===== config.mk =====
export PLATFORM = sky130hd
export DESIGN_NAME = pipe_drain_buffer
export DESIGN_NICKNAME = d
export VERILOG_FILES = /design/src/rtl/pipe_drain_buffer.sv
export SDC_FILE = /design/constraint.sdc
export NUM_CORES = 1
export LEC_CHECK = 0
export CORE_UTILIZATION = 45
export CTS_BUF_LIST = sky130_fd_sc_hd__clkbuf_2
export DETAILED_ROUTE_END_ITERATION = 8
export HOLD_SLACK_MARGIN = 0.06
export PLACE_DENSITY = 0.65
export SETUP_SLACK_MARGIN = 0.2
export SYNTH_ARGS = -nofsm -noshare
export SYNTH_HDL_FRONTEND = slang
export SYNTH_SLANG_ARGS = --single-unit

===== constraint.sdc =====
create_clock -name CLK -period 3.03 [get_ports CLK]
set_clock_uncertainty 0.15 [all_clocks]
set_input_delay 0.606 -clock CLK [delete_from_list [all_inputs] [get_ports CLK]]
set_output_delay 0.606 -clock CLK [all_outputs]
set_load 0.03 [all_outputs]

===== src/rtl/pipe_drain_buffer.sv =====
// Credit-returning receive FIFO at the tail of a fixed-latency pipeline; first-word fall-through, write-to-O 1 cycle, credit 1 cycle after pop.
// Backpressure via O_ready; words arriving while full with no pop are dropped (optional sticky flag under PIPE_DRAIN_BUFFER_OVF_CHECK_EN).
module pipe_drain_buffer #(
    parameter int WIDTH   = 4,
    parameter int DEPTH   = 8,
    parameter int LATENCY = 6
) (
    input  logic                         CLK,
    input  logic                         ASYNCRESETN,
    input  logic [WIDTH-1:0]             I,
    input  logic                         I_valid,
    output logic [WIDTH-1:0]             O,
    output logic                         O_valid,
    input  logic                         O_ready,
    output logic                         credit,
    output logic [$clog2(DEPTH+1)-1:0]   count,
    output logic                         overflow
);
    localparam int CW = $clog2(DEPTH + 1);
    localparam int PW = (DEPTH > 1) ? $clog2(DEPTH) : 1;

    if (DEPTH < 2 || DEPTH > 256) begin : g_bad_depth
        $error("pipe_drain_buffer: DEPTH must be in 2..256");
    end
    // The credit round trip is LATENCY+1 cycles, so a shallower FIFO starves the sender.
    if (DEPTH < LATENCY + 1) begin : g_rate_limited
        $warning("pipe_drain_buffer: DEPTH < LATENCY+1, throughput below one word per cycle");
    end

    logic [WIDTH-1:0] mem [DEPTH];
    logic [PW-1:0]    wr_ptr;
    logic [PW-1:0]    rd_ptr;
    logic [CW-1:0]    cnt;
    logic             full;
    logic             push;
    logic             pop;

    assign full    = (cnt == CW'(DEPTH));
    assign O_valid = (cnt != '0);
    assign O       = mem[rd_ptr];
    assign count   = cnt;
    assign pop     = O_valid && O_ready;
    // A pop frees the slot this same edge, so a full buffer still accepts.
    assign push    = I_valid && (!full || pop);

    function automatic logic [PW-1:0] ptr_next(input logic [PW-1:0] p);
        return (p == PW'(DEPTH - 1)) ? '0 : p + 1'b1;
    endfunction

    always_ff @(posedge CLK) begin
        if (push) begin
            mem[wr_ptr] <= I;
        end
    end

    always_ff @(posedge CLK or negedge ASYNCRESETN) begin
        if (!ASYNCRESETN) begin
            wr_ptr <= '0;
            rd_ptr <= '0;
            cnt    <= '0;
            credit <= 1'b0;
        end else begin
            credit <= pop;
            if (push) begin
                wr_ptr <= ptr_next(wr_ptr);
            end
            if (pop) begin
                rd_ptr <= ptr_next(rd_ptr);
            end
            if (push && !pop) begin
                cnt <= cnt + 1'b1;
            end else if (pop && !push) begin
                cnt <= cnt - 1'b1;
            end
        end
    end

`ifdef PIPE_DRAIN_BUFFER_OVF_CHECK_EN
    logic ovf_q;

    always_ff @(posedge CLK or negedge ASYNCRESETN) begin
        if (!ASYNCRESETN) begin
            ovf_q <= 1'b0;
        end else if (I_valid && full && !pop) begin
            ovf_q <= 1'b1;
`ifndef SYNTHESIS
            $error("pipe_drain_buffer: word dropped, buffer full (upstream exceeded its credits)");
`endif
        end
    end

    assign overflow = ovf_q;
`else
    assign overflow = 1'b0;
`endif

endmodule


==> impl_metrics.csv, run 1 <==
group,metric,value,unit
run_status,status,"completed",
global_route,grt_pass1_vias,1102,
drt,drt_iter0_drc,61,
sta,fin_crit_sh,90.2,%
cts,clkSlewWorstSetupHoldPaths,0.20,ns
synth,yosys_warnings,0,
global_route,grt.overflow.total,0,
drt,wl_per_cell,16.9,µm
synth,synthCells,117,
sta,drv_slew,0,
sta,setup_ws,0.297,ns
drt,first_pass_iters,4,
power_and_ir_drop,ir_drop,0.407,mV
worst_setup_path,r2r-start,"count[1]$_DFFE_PN0P_",
layout,n_antenna_cell,0,
worst_setup_path,cp_data_arrival_time,1.98,ns
sta,hold_violations,0,
layout,fin_cells,199,
floorplanning,core_area,4060,µm²
drt,ant_nets,0,
worst_setup_path,path_delay_family,"simple AND/OR/NAND/NOR gates",
placed_design,hpwl,2.33,mm
sta,finalCriticalPeriod,2.73,ns
run,max_cap_viol_count,0,
floorplanning,die_y,67.7,µm
sta,maxSlewHeadroom,65.4,%
synth,synth_area_per_cell,16.6,µm²
synth,ys_seq_elements,43,
layout,layout-drive-gt1-share,30.2,%
cts,clock-sinks,43,
sta,tightest_slew,0.518,ns
global_route,antenna_found_initial,0,
placed_design,port_buffers,17,
worst_setup_path,r2r_cells,7,
floorplanning,initial_utilization,47.8,%
cts,worstSkewPairLatency,0.41,ns
worst_setup_path,max_stage_delay,0.51,ns
sta,max_freq,366,MHz
placed_design,place_ws,0.0534,ns
power_and_ir_drop,p_leak,0.834,nW
synth,ys_seq_area_share,63.7,%
worst_setup_path,cp_slowest_cell,"dfrtp_2",
synth,synth_edf_count,32,
floorplanning,fp.dieW,67.7,µm
worst_setup_path,crit_path_end_kind,"primary output",
sta,setup_viol,0,
cts,cts_made_buffers,5,
layout,area_delta_synth_final,18.2,%
worst_setup_path,worst_ep_required_time,2.27,ns
synth,netlist_area,1940,µm²
layout,nNetsFinal,164,
sta,fin_setup_tns,0,ns
floorplanning,die_area,4580,µm²
power_and_ir_drop,power_density,976,nW/µm²
worst_setup_path,cp-start-kind,"flip-flop",
placed_design,place_congestion,0.776,
cts,cts_root_buf,"clkbuf_2",
global_route,grtUsageTotal,17.6,%
worst_setup_path,crit_chain,"or3_4 > or2_2 > dlygate4sd2_1",
floorplanning,std_cell_rows,23,
global_route,grt_max_degree,14,
synth,ys_async_sr_fraction,25.6,%
cts,htree_levels,2,
drt,vias,1119,
worst_setup_path,r2r-end,"count[3]$_DFFE_PN0P_",
cts,cts_tree,"built",
worst_setup_path,path_class,"reg -> out",
drt,vias_per_cell,5.62,
drt,drcViolationCount,0,
cts,clockBufferDepth,2,
synth,synth_cell_types,32,
synth,synth_flop_cell,"edfxtp_1",
placed_design,dp.cells,191,
drt,totalWireLength,3.37,mm
sta,rsz0062_at_grt,"no",
synth,syn_nets,133,
worst_setup_path,crit_buf_inv,1,
hold_path,hold_class,"in -> async",
global_route,grt_pass1_wl,5.44,mm
floorplanning,io_pins,19,
worst_setup_path,path_max_fanout,6,
worst_setup_path,rrSetupSlack,0.35,ns
registers in the layout, indices dropped and copies added (netlist names):
signal  cells
wr_ptr      3
rd_ptr      3
count       4
credit      1
mem        32
synth_stat cells, types with 2 or more instances:
library cell	n	area share [%]
mux2_2	9	5.2
o21ai_0	2	0.52
inv_1	3	0.58
clkbuf_1	2	0.39
nand2_1	4	0.77
mux4_2	8	9.3
dfrtp_1	11	14
nand2b_1	4	1.3
nor3_1	6	1.5
nand3_1	2	0.52
o211ai_1	3	1.2
edfxtp_1	32	50
xnor2_1	2	0.90
ha_1	7	4.5
nor2_1	4	0.77
a21oi_1	2	0.52
through the flow:
| step | cell area (µm²) | utilization [%] | hold WS [ns] | total power [W] |
|---|---|---|---|---|
| floorplan | 1940 | - | 0.160 | 0.00161 |
| global route | 2290 | 56.5 | 0.356 | 0.00239 |
| detailed placement | 2250 | 55.4 | 0.452 | 0.00199 |
| finish | 2290 | 56.5 | 0.350 | 0.00224 |
| global placement | 2250 | 55.4 | 0.436 | 0.00195 |
| CTS | 2310 | 57.0 | 0.371 | 0.00228 |
worst max path at each step:
stage | cells after the start | end | startpoint
floorplan | 9 | count[3]$_DFFE_PN0P_ | count[1]$_DFFE_PN0P_
global placement | 10 | count[3]$_DFFE_PN0P_ | O_ready
detailed placement | 10 | count[3]$_DFFE_PN0P_ | O_ready
CTS | 4 | O[3] | rd_ptr[0]$_DFFE_PN0P_
global route | 3 | O_valid | count[0]$_DFFE_PN0P_
finish | 3 | O_valid | count[1]$_DFFE_PN0P_
final cells by class:
cell class,instances,area (µm²)
fillers,327,1770
multi-input cells,67,672
inverters,3,11.3
flip-flops and latches,43,1240
clock inverters,3,38.8
well taps,50,62.6
clock buffers,5,25.0
repair buffers,28,244
cell usage in the layout, fill, tap and decap left out, types with 2 or more instances in the layout:
cell type        count
inv_1                3
o21ai_0              2
ha_1                 7
nand2b_1             4
xnor2_1              2
o211ai_1             3
edfxtp_1            32
dfrtp_2              2
nor2_1               4
nand3_1              2
buf_2                3
nand2_1              4
nor3_1               6
buf_4               10
mux4_2               8
a21oi_1              2
dfrtp_1              9
clkdlybuf4s50_1     12
mux2_2               9
clkbuf_2             6
worst reg2reg max path, delay by kind of cell, from the launching register on:
family / cells / cell delay [ns]
AOI/OAI and AO/OA: 3 / 0.80
adders and majority gates: 2 / 0.55
DFF: 1 / 0.51
and+or+nand+nor: 1 / 0.51
buffers and inverters: 1 / 0.06
where the power goes:
part	switching (W)	internal [W]
clock	0.000180	0.000136
combinational	0.000491	0.000489
sequential	0.000166	0.000775
what timing repair did:
action | 4_1_cts | 5_1_grt
setup endpoints to repair | 5 | 4
resized for setup | 11 | 8
setup buffers | 0 | 0
hold buffers | 0 | 0
hold endpoints to repair | 0 | 0
routing by layer:
| layer | global-route usage, % | vias to the layer above | share of wire (%) |
|---|---|---|---|
| li1 | - | 514 | - |
| met1 | 21.6 | 572 | 44 |
| met2 | 28.2 | 25 | 50 |
| met3 | 4.05 | 8 | 4.2 |
| met4 | 10.6 | 0 | 2.5 |
| met5 | 0 | - | 0 |
logic make-up (layout without fill, tap and decap cells):
family          count (synthesis)  in the layout  synth area share [%]
compound gates                 11             11                  5.42
xor+xnor                        2              2                 0.903
fa+ha+maj                       8              8                  5.55
buf+inv                         7             39                  1.61
flops                          43             43                  63.7
mux                            18             18                  15.0
other cells                     1              1                 0.193
simple gates                   27             27                  7.55
Power figures use the tool's default switching activity.
==> run 2, diff against run 1 <==
SLEW_MARGIN = 10   (was default)
==> results of run 2 <==
Final layout, timing and power as in run 1 (identical DEF).
